## config.mk

```make
export PLATFORM = sky130hd
export DESIGN_NAME = seg7_scan_display_flat
export DESIGN_NICKNAME = d
export VERILOG_FILES = /design/src/rtl/seg7_scan_display_if.sv /design/src/rtl/seg7_scan_display.sv /design/src/flat_wrapper.sv
export SDC_FILE = /design/constraint.sdc
export NUM_CORES = 1
export LEC_CHECK = 0
export ABC_AREA = 1
export BUFFER_PORTS_ARGS = -buffer_cell sky130_fd_sc_hd__buf_2
export CAP_MARGIN = 15
export CORE_MARGIN = 2
export CORE_UTILIZATION = 56
export CTS_CLUSTER_SIZE = 40
export DETAILED_ROUTE_END_ITERATION = 7
export GPL_ROUTABILITY_DRIVEN = 0
export GPL_TIMING_DRIVEN = 0
export PLACE_DENSITY_LB_ADDON = 0.25
export SLEW_MARGIN = 20
export SYNTH_ARGS = -nofsm -noshare
export SYNTH_HDL_FRONTEND = slang
export SYNTH_SLANG_ARGS = --single-unit
```

## constraint.sdc

```tcl
create_clock -name clk -period 5.05 [get_ports clk]
set_clock_uncertainty 0.15 [all_clocks]
set_input_delay 0.7575 -clock clk [delete_from_list [all_inputs] [get_ports clk]]
set_output_delay 0.7575 -clock clk [all_outputs]
set_load 0.005 [all_outputs]
```

## src/rtl/seg7_scan_display_if.sv

```systemverilog
// rtl/seg7_scan_display_if.sv - core-side value bus and display pins of seg7_scan_display
interface seg7_scan_display_if #(
  parameter int NUM_DIGITS = 4,
  parameter int DATA_W     = 32
);
  logic [DATA_W-1:0]     value_in;
  logic                  load;
  logic                  hex_mode;
  logic                  blank_lz;
  logic [0:6]            seg;
  logic [NUM_DIGITS-1:0] digit;
  logic                  busy;
  logic                  overflow;

  modport master (
    output value_in, load, hex_mode, blank_lz,
    input  seg, digit, busy, overflow
  );

  modport slave (
    input  value_in, load, hex_mode, blank_lz,
    output seg, digit, busy, overflow
  );
endinterface

```

## src/rtl/seg7_scan_display.sv

```systemverilog
// rtl/seg7_scan_display.sv - value capture, double-dabble/hex conversion and multiplexed 7-segment scan
module seg7_scan_display #(
  parameter int NUM_DIGITS = 4,
  parameter int DATA_W     = 32,
  parameter int CLK_HZ     = 100000000,
  parameter int SAMPLE_HZ  = 10,
  parameter int REFRESH_HZ = 1000
) (
  input  logic               clk,
  input  logic               rst,
  seg7_scan_display_if.slave bus
);
  localparam int SAMPLE_DIV = CLK_HZ / SAMPLE_HZ;
  localparam int DIGIT_DIV  = CLK_HZ / (REFRESH_HZ * NUM_DIGITS);
  localparam int DISP_W     = 4 * NUM_DIGITS;
  localparam int BCD_W      = DISP_W + 4;
  localparam int EXT_W      = (DATA_W > DISP_W) ? DATA_W : DISP_W;
  localparam int IDX_W      = (NUM_DIGITS > 1) ? $clog2(NUM_DIGITS) : 1;
  localparam int STEP_W     = $clog2(DATA_W);

  localparam logic [0:6] SEG_DASH  = 7'b1111110;
  localparam logic [0:6] SEG_BLANK = 7'b1111111;

  typedef enum logic [1:0] {IDLE, CONV, COMMIT} state_t;

  state_t                state, state_d;
  logic [31:0]           sample_cnt, digit_cnt;
  logic                  sample_tick, digit_tick, capture;
  logic [IDX_W-1:0]      scan_idx, scan_idx_d;
  logic                  pending, pending_d;
  logic [DATA_W-1:0]     bin, bin_d;
  logic [BCD_W-1:0]      bcd, bcd_d, adj, step_bcd;
  logic                  lost, lost_d, step_lost;
  logic [STEP_W-1:0]     step, step_d;
  logic                  blz_q, blz_d;
  logic [DISP_W-1:0]     disp_nib, disp_nib_d;
  logic [NUM_DIGITS-1:0] disp_blank, disp_blank_d;
  logic                  ovf_q, ovf_d;
  logic [EXT_W-1:0]      ext;
  logic                  hex_ovf;
  logic [0:6]            seg_d;
  logic [NUM_DIGITS-1:0] digit_d;
  logic [3:0]            scan_nib;

  function automatic logic [0:6] glyph(input logic [3:0] n);
    case (n)
      4'h0: glyph = 7'b0000001;
      4'h1: glyph = 7'b1001111;
      4'h2: glyph = 7'b0010010;
      4'h3: glyph = 7'b0000110;
      4'h4: glyph = 7'b1001100;
      4'h5: glyph = 7'b0100100;
      4'h6: glyph = 7'b0100000;
      4'h7: glyph = 7'b0001111;
      4'h8: glyph = 7'b0000000;
      4'h9: glyph = 7'b0000100;
      4'hA: glyph = 7'b0001000;
      4'hB: glyph = 7'b1100000;
      4'hC: glyph = 7'b0110001;
      4'hD: glyph = 7'b1000010;
      4'hE: glyph = 7'b0110000;
      default: glyph = 7'b0111000;
    endcase
  endfunction

  function automatic logic [BCD_W-1:0] add3(input logic [BCD_W-1:0] b);
    logic [BCD_W-1:0] r;
    r = b;
    for (int i = 0; i <= NUM_DIGITS; i++) begin
      if (r[4*i +: 4] >= 4'd5) r[4*i +: 4] = r[4*i +: 4] + 4'd3;
    end
    return r;
  endfunction

  // A digit is dark only when it and everything above it is zero; digit 0 always shows.
  function automatic logic [NUM_DIGITS-1:0] lz_mask(input logic [DISP_W-1:0] nib, input logic en);
    logic [NUM_DIGITS-1:0] m;
    logic                  above;
    m     = '0;
    above = en;
    for (int i = NUM_DIGITS - 1; i >= 1; i--) begin
      above = above & (nib[4*i +: 4] == 4'd0);
      m[i]  = above;
    end
    return m;
  endfunction

  assign sample_tick  = (sample_cnt == 32'(SAMPLE_DIV - 1));
  assign digit_tick   = (digit_cnt == 32'(DIGIT_DIV - 1));
  assign capture      = sample_tick | bus.load;
  assign ext          = EXT_W'(bus.value_in);
  assign hex_ovf      = ((ext >> DISP_W) != '0);
  assign bus.overflow = ovf_q;

  always_comb begin
    state_d      = state;
    pending_d    = pending;
    bin_d        = bin;
    bcd_d        = bcd;
    lost_d       = lost;
    step_d       = step;
    blz_d        = blz_q;
    disp_nib_d   = disp_nib;
    disp_blank_d = disp_blank;
    ovf_d        = ovf_q;
    // Bits leaving the extra top nibble are kept sticky so wide inputs still flag overflow.
    adj          = add3(bcd);
    step_bcd     = {adj[BCD_W-2:0], bin[DATA_W-1]};
    step_lost    = lost | adj[BCD_W-1];
    case (state)
      IDLE: begin
        if (capture || pending) begin
          pending_d = 1'b0;
          if (bus.hex_mode) begin
            disp_nib_d   = ext[DISP_W-1:0];
            disp_blank_d = lz_mask(ext[DISP_W-1:0], bus.blank_lz);
            ovf_d        = hex_ovf;
            state_d      = COMMIT;
          end else begin
            bin_d   = bus.value_in;
            bcd_d   = '0;
            lost_d  = 1'b0;
            step_d  = '0;
            blz_d   = bus.blank_lz;
            state_d = CONV;
          end
        end
      end
      CONV: begin
        pending_d = pending | capture;
        bin_d     = {bin[DATA_W-2:0], 1'b0};
        bcd_d     = step_bcd;
        lost_d    = step_lost;
        step_d    = step + 1'b1;
        if (step == STEP_W'(DATA_W - 1)) begin
          disp_nib_d   = step_bcd[DISP_W-1:0];
          disp_blank_d = lz_mask(step_bcd[DISP_W-1:0], blz_q);
          ovf_d        = step_lost | (step_bcd[BCD_W-1 -: 4] != 4'd0);
          state_d      = COMMIT;
        end
      end
      COMMIT: begin
        pending_d = pending | capture;
        state_d   = IDLE;
      end
      default: state_d = IDLE;
    endcase
  end

  // Segments are taken from the next display value so they never lag a commit.
  always_comb begin
    scan_idx_d = scan_idx;
    if (digit_tick) scan_idx_d = (scan_idx == IDX_W'(NUM_DIGITS - 1)) ? '0 : scan_idx + 1'b1;
    scan_nib = disp_nib_d[{scan_idx_d, 2'b00} +: 4];
    digit_d  = ~(NUM_DIGITS'(1) << scan_idx_d);
    if (ovf_d)                         seg_d = SEG_DASH;
    else if (disp_blank_d[scan_idx_d]) seg_d = SEG_BLANK;
    else                               seg_d = glyph(scan_nib);
  end

  always_ff @(posedge clk) begin
    if (rst) begin
      state      <= IDLE;
      sample_cnt <= '0;
      digit_cnt  <= '0;
      scan_idx   <= '0;
      pending    <= 1'b0;
      bin        <= '0;
      bcd        <= '0;
      lost       <= 1'b0;
      step       <= '0;
      blz_q      <= 1'b0;
      disp_nib   <= '0;
      disp_blank <= '0;
      ovf_q      <= 1'b0;
      bus.seg    <= SEG_BLANK;
      bus.digit  <= '1;
      bus.busy   <= 1'b0;
    end else begin
      state      <= state_d;
      sample_cnt <= sample_tick ? '0 : sample_cnt + 32'd1;
      digit_cnt  <= digit_tick ? '0 : digit_cnt + 32'd1;
      scan_idx   <= scan_idx_d;
      pending    <= pending_d;
      bin        <= bin_d;
      bcd        <= bcd_d;
      lost       <= lost_d;
      step       <= step_d;
      blz_q      <= blz_d;
      disp_nib   <= disp_nib_d;
      disp_blank <= disp_blank_d;
      ovf_q      <= ovf_d;
      bus.seg    <= seg_d;
      bus.digit  <= digit_d;
      bus.busy   <= (state_d == CONV);
    end
  end
endmodule

```

## src/flat_wrapper.sv

```systemverilog
// flat-port wrapper written by rule: the top's interface ports become plain ports
module seg7_scan_display_flat 
#(
  parameter int NUM_DIGITS = 4,
  parameter int DATA_W     = 32,
  parameter int CLK_HZ     = 100000000,
  parameter int SAMPLE_HZ  = 10,
  parameter int REFRESH_HZ = 1000
)
  (clk, rst, bus_value_in, bus_load, bus_hex_mode, bus_blank_lz, bus_seg, bus_digit, bus_busy, bus_overflow);
  seg7_scan_display_if #(.NUM_DIGITS(NUM_DIGITS), .DATA_W(DATA_W)) bus_i ();
  input  logic clk;
  input  logic rst;
  input wire logic [$bits(bus_i.value_in)-1:0] bus_value_in;
  input wire logic [$bits(bus_i.load)-1:0] bus_load;
  input wire logic [$bits(bus_i.hex_mode)-1:0] bus_hex_mode;
  input wire logic [$bits(bus_i.blank_lz)-1:0] bus_blank_lz;
  output wire logic [$bits(bus_i.seg)-1:0] bus_seg;
  output wire logic [$bits(bus_i.digit)-1:0] bus_digit;
  output wire logic [$bits(bus_i.busy)-1:0] bus_busy;
  output wire logic [$bits(bus_i.overflow)-1:0] bus_overflow;
  assign bus_i.value_in = bus_value_in;
  assign bus_i.load = bus_load;
  assign bus_i.hex_mode = bus_hex_mode;
  assign bus_i.blank_lz = bus_blank_lz;
  assign bus_seg = bus_i.seg;
  assign bus_digit = bus_i.digit;
  assign bus_busy = bus_i.busy;
  assign bus_overflow = bus_i.overflow;
  seg7_scan_display #(.NUM_DIGITS(NUM_DIGITS), .DATA_W(DATA_W), .CLK_HZ(CLK_HZ), .SAMPLE_HZ(SAMPLE_HZ), .REFRESH_HZ(REFRESH_HZ)) u_core (.clk(clk), .rst(rst), .bus(bus_i));
endmodule
```

==> impl_metrics.toml <==
[route]
via_per_inst = 5.41
drt-initial-drc-count = 778
route.met3.wl_um = 1550
highest_layer = "met4"
route.detailed.drc = 0
dr_wl_met2_um = 9790
wirelength_um = 21500
vias = 8494
wl_per_cell_um = 13.7
first_pass_iters = 8
antenna_left = 0
met1_length_um = 9710

[setup_path]
r2r_end = "u_core.bus.seg[3]"
cp_slowest_cell = "dfxtp_1"
worstSetupStartpointType = "flip-flop"
crit_required_ns = 5.22
cp_slowest_stage_delay_ns = 0.38
crit-reg2reg-launch = "u_core.step[0]"
crit_top_cell = "nand2_1"
arrival_ns = 3.39
critPathKind = "flip-flop to flip-flop"
r2r_setup_slack_ns = 1.83
end_kind = "flip-flop"
cp_cell_sequence = "ha_1, inv_1, nor3_1, ha_1, nor2_1, nor2_1, nand2_2, nand2_1, nand3b_1, nand2_1, nand2_1, nor2_2, inv_2, ha_1, nand2_1, nand2_1, o21ai_1, nand2_1"
rr_worst_depth = 18
crit_path_max_fanout = 8

[floorplan]
rows = 45
start_util = 0.572
die_w_um = 129
die_y_um = 129
die_area_um2 = 16500
core_um2 = 15200
pin_count = 50

[global_routing]
antenna_found_initial = 0
overflow = 0
track_usage = 0.266
grt_max_degree = 17
grt_first_pass_wirelength_um = 35500
grt_pass1_vias = 7532

[power]
power_density_nw_per_um2 = 309
p_switching_uw = 813
p_comb_frac = 0.119
peakVddDrop_v = 0.000251
internal-power_mw = 2.21
p_total_mw = 3.02
leakage_nw = 4.26
pwr-share-clk = 0.428
seqPwrFrac = 0.453
sw_frac_of_total = 0.269

[clock_tree]
cts_max_level = 4
post_cts_buffers = 0
worst_skew_pair.late_latency_ns = 0.43
cts_resized = 0
cts_root_buffer = "clkbuf_16"
cts_sinks = 161
hold_buffers = 0
numCtsBuffers = 17
cts.path.max_buffers = 2
clk_pin_slew_ns = 0.06
cts_tree = "built"

[min_path]
holdPathEnd = "u_core.disp_blank[0]"
hold_class = "flip-flop to flip-flop"
min_from = "u_core.disp_blank[0]"
whs_path_depth = 2

[cells_and_area]
mostFrequentLayoutCell = "nand2_1"
n_antenna_cell = 0
mostFrequentLayoutCells = "387 x nand2_1, 161 x dfxtp_1, 159 x inv_1"
nets = 1430
synthToLayoutAreaGrowth_pct = 12.2
drive_above_1_share = 0.116
final_area_um2 = 9760
layoutNonFillerInstCount = 1570

[run]
maxCapViolations = 0

[placement]
dp_worst_setup_slack_ns = 1.88
dp_hpwl_um = 15400
place_inst = 1540
place_area_um2 = 9170
port_buffers = 48

[synth]
syn_avg_cell_area_um2 = 6.67
synth_edf_count = 0
yosysWarningCount = 0
synth_nets = 1363
seq_area_frac_synth = 0.371
ys_ff_latch = 161
yosysUniqueCellTypes = 46
syn_area_um2 = 8700
synth_ff_type = "dfxtp_1"
synth_async_sr_flop_share = 0
syn-instance-count = 1304

[timing]
hold_viol = 0
layout_min_cycle_time_ns = 3.22
worst_pin_slew_ns = 0.678
setup_viol = 0
maxSlewHeadroom = 0.548
layout_worst_path_cycle_share = 0.637
rsz0062_at_grt = "false"
finalSetupTns_ns = 0
report.final.slew_viol_count = 0
final.setup.worst_slack_ns = 1.83
fmax_mhz = 311

[status]
status = "finished, final reports clean"
-- state kept, by name, indices dropped and copies added (netlist names) --
name	count
u_core.bus.busy	1
u_core.state	2
u_core.lost	1
u_core.bus.seg	7
u_core.bus.digit	4
u_core.step	5
u_core.bin	32
u_core.bus.overflow	1
u_core.pending	1
u_core.scan_idx	2
u_core.blz_q	1
u_core.bcd	20
u_core.sample_cnt	32
u_core.disp_nib	16
u_core.disp_blank	4
u_core.digit_cnt	32
-- stage by stage --
step	hold slack, ns	util
after global placement	0.279	0.603
after detailed placement	0.284	0.603
after global routing	0.311	0.642
final	0.294	0.642
after floorplan	0.268	-
after CTS	0.295	0.642
-- kinds of logic after synthesis --
family,after synthesis,share of synthesized area
simple gates,659,0.338
buf+inv,220,0.0981
compound gates,218,0.138
flops,161,0.371
xor+xnor,24,0.0242
fa+ha+maj,22,0.0316
-- final cells by class --
class	instances	area, um2
multi-input cells	923	4620
flip-flops and latches	161	3220
fillers	1350	5450
clock buffers	19	453
plain buffers	43	189
well taps	188	235
clock inverters	11	130
repair buffers	48	240
inverters	177	664
-- synthesized netlist by cell type (all sizes together), types with 7 or more instances --
cell      n  share of area
buf      17          0.010
a31oi    27          0.019
nand3    74          0.048
ha       22          0.032
xor2     21          0.021
a21oi    81          0.047
or2       7         0.0050
nor3     44          0.031
o21ai    83          0.048
nor2    108          0.056
o211ai   13          0.011
nor4     11         0.0079
clkbuf   26          0.011
dfxtp   161           0.37
inv     177          0.076
nand2   398           0.18
-- critical path: cells and delay by family, from the launching register on --
| kind | cells | cell delay, ns |
|---|---|---|
| AO/OA/AOI/OAI | 1 | 0.11 |
| flip-flops | 1 | 0.38 |
| buffers and inverters | 2 | 0.15 |
| AND/OR/NAND/NOR | 12 | 1.56 |
| adder cells (fa/ha/maj) | 3 | 0.75 |
-- power groups by stage --
| stage | Combinational (mW) | Clock (mW) | Sequential (mW) |
|---|---|---|---|
| global route | 0.404 | 1.35 | 1.37 |
| floorplan | 0.244 | 0 | 1.39 |
| global placement | 0.345 | 0 | 1.39 |
| CTS | 0.353 | 1.30 | 1.37 |
| detailed placement | 0.349 | 0 | 1.39 |
| finish | 0.359 | 1.29 | 1.37 |
-- routing by layer --
| layer | vias up | GRT usage |
|---|---|---|
| met2 | 267 | 0.427 |
| met4 | 0 | 0.0857 |
| met5 | - | 0 |
| met1 | 3871 | 0.357 |
| li1 | 4312 | - |
| met3 | 44 | 0.0603 |
-- worst max path at each step --
stage	cells after the start	slack, ns	startpoint	to
2_1_floorplan	21	2.42	u_core.sample_cnt[0]	u_core.bus.seg[3]
3_3_place_gp	16	1.86	bus_load	u_core.bus.seg[3]
3_5_place_dp	16	1.88	bus_load	u_core.bus.seg[3]
4_1_cts	21	1.91	u_core.sample_cnt[0]	u_core.bus.seg[3]
5_1_grt	21	1.53	u_core.sample_cnt[0]	u_core.bus.seg[3]
6_report	18	1.83	u_core.step[0]	u_core.bus.seg[3]
Note: power is estimated with default switching activity, not from simulation.
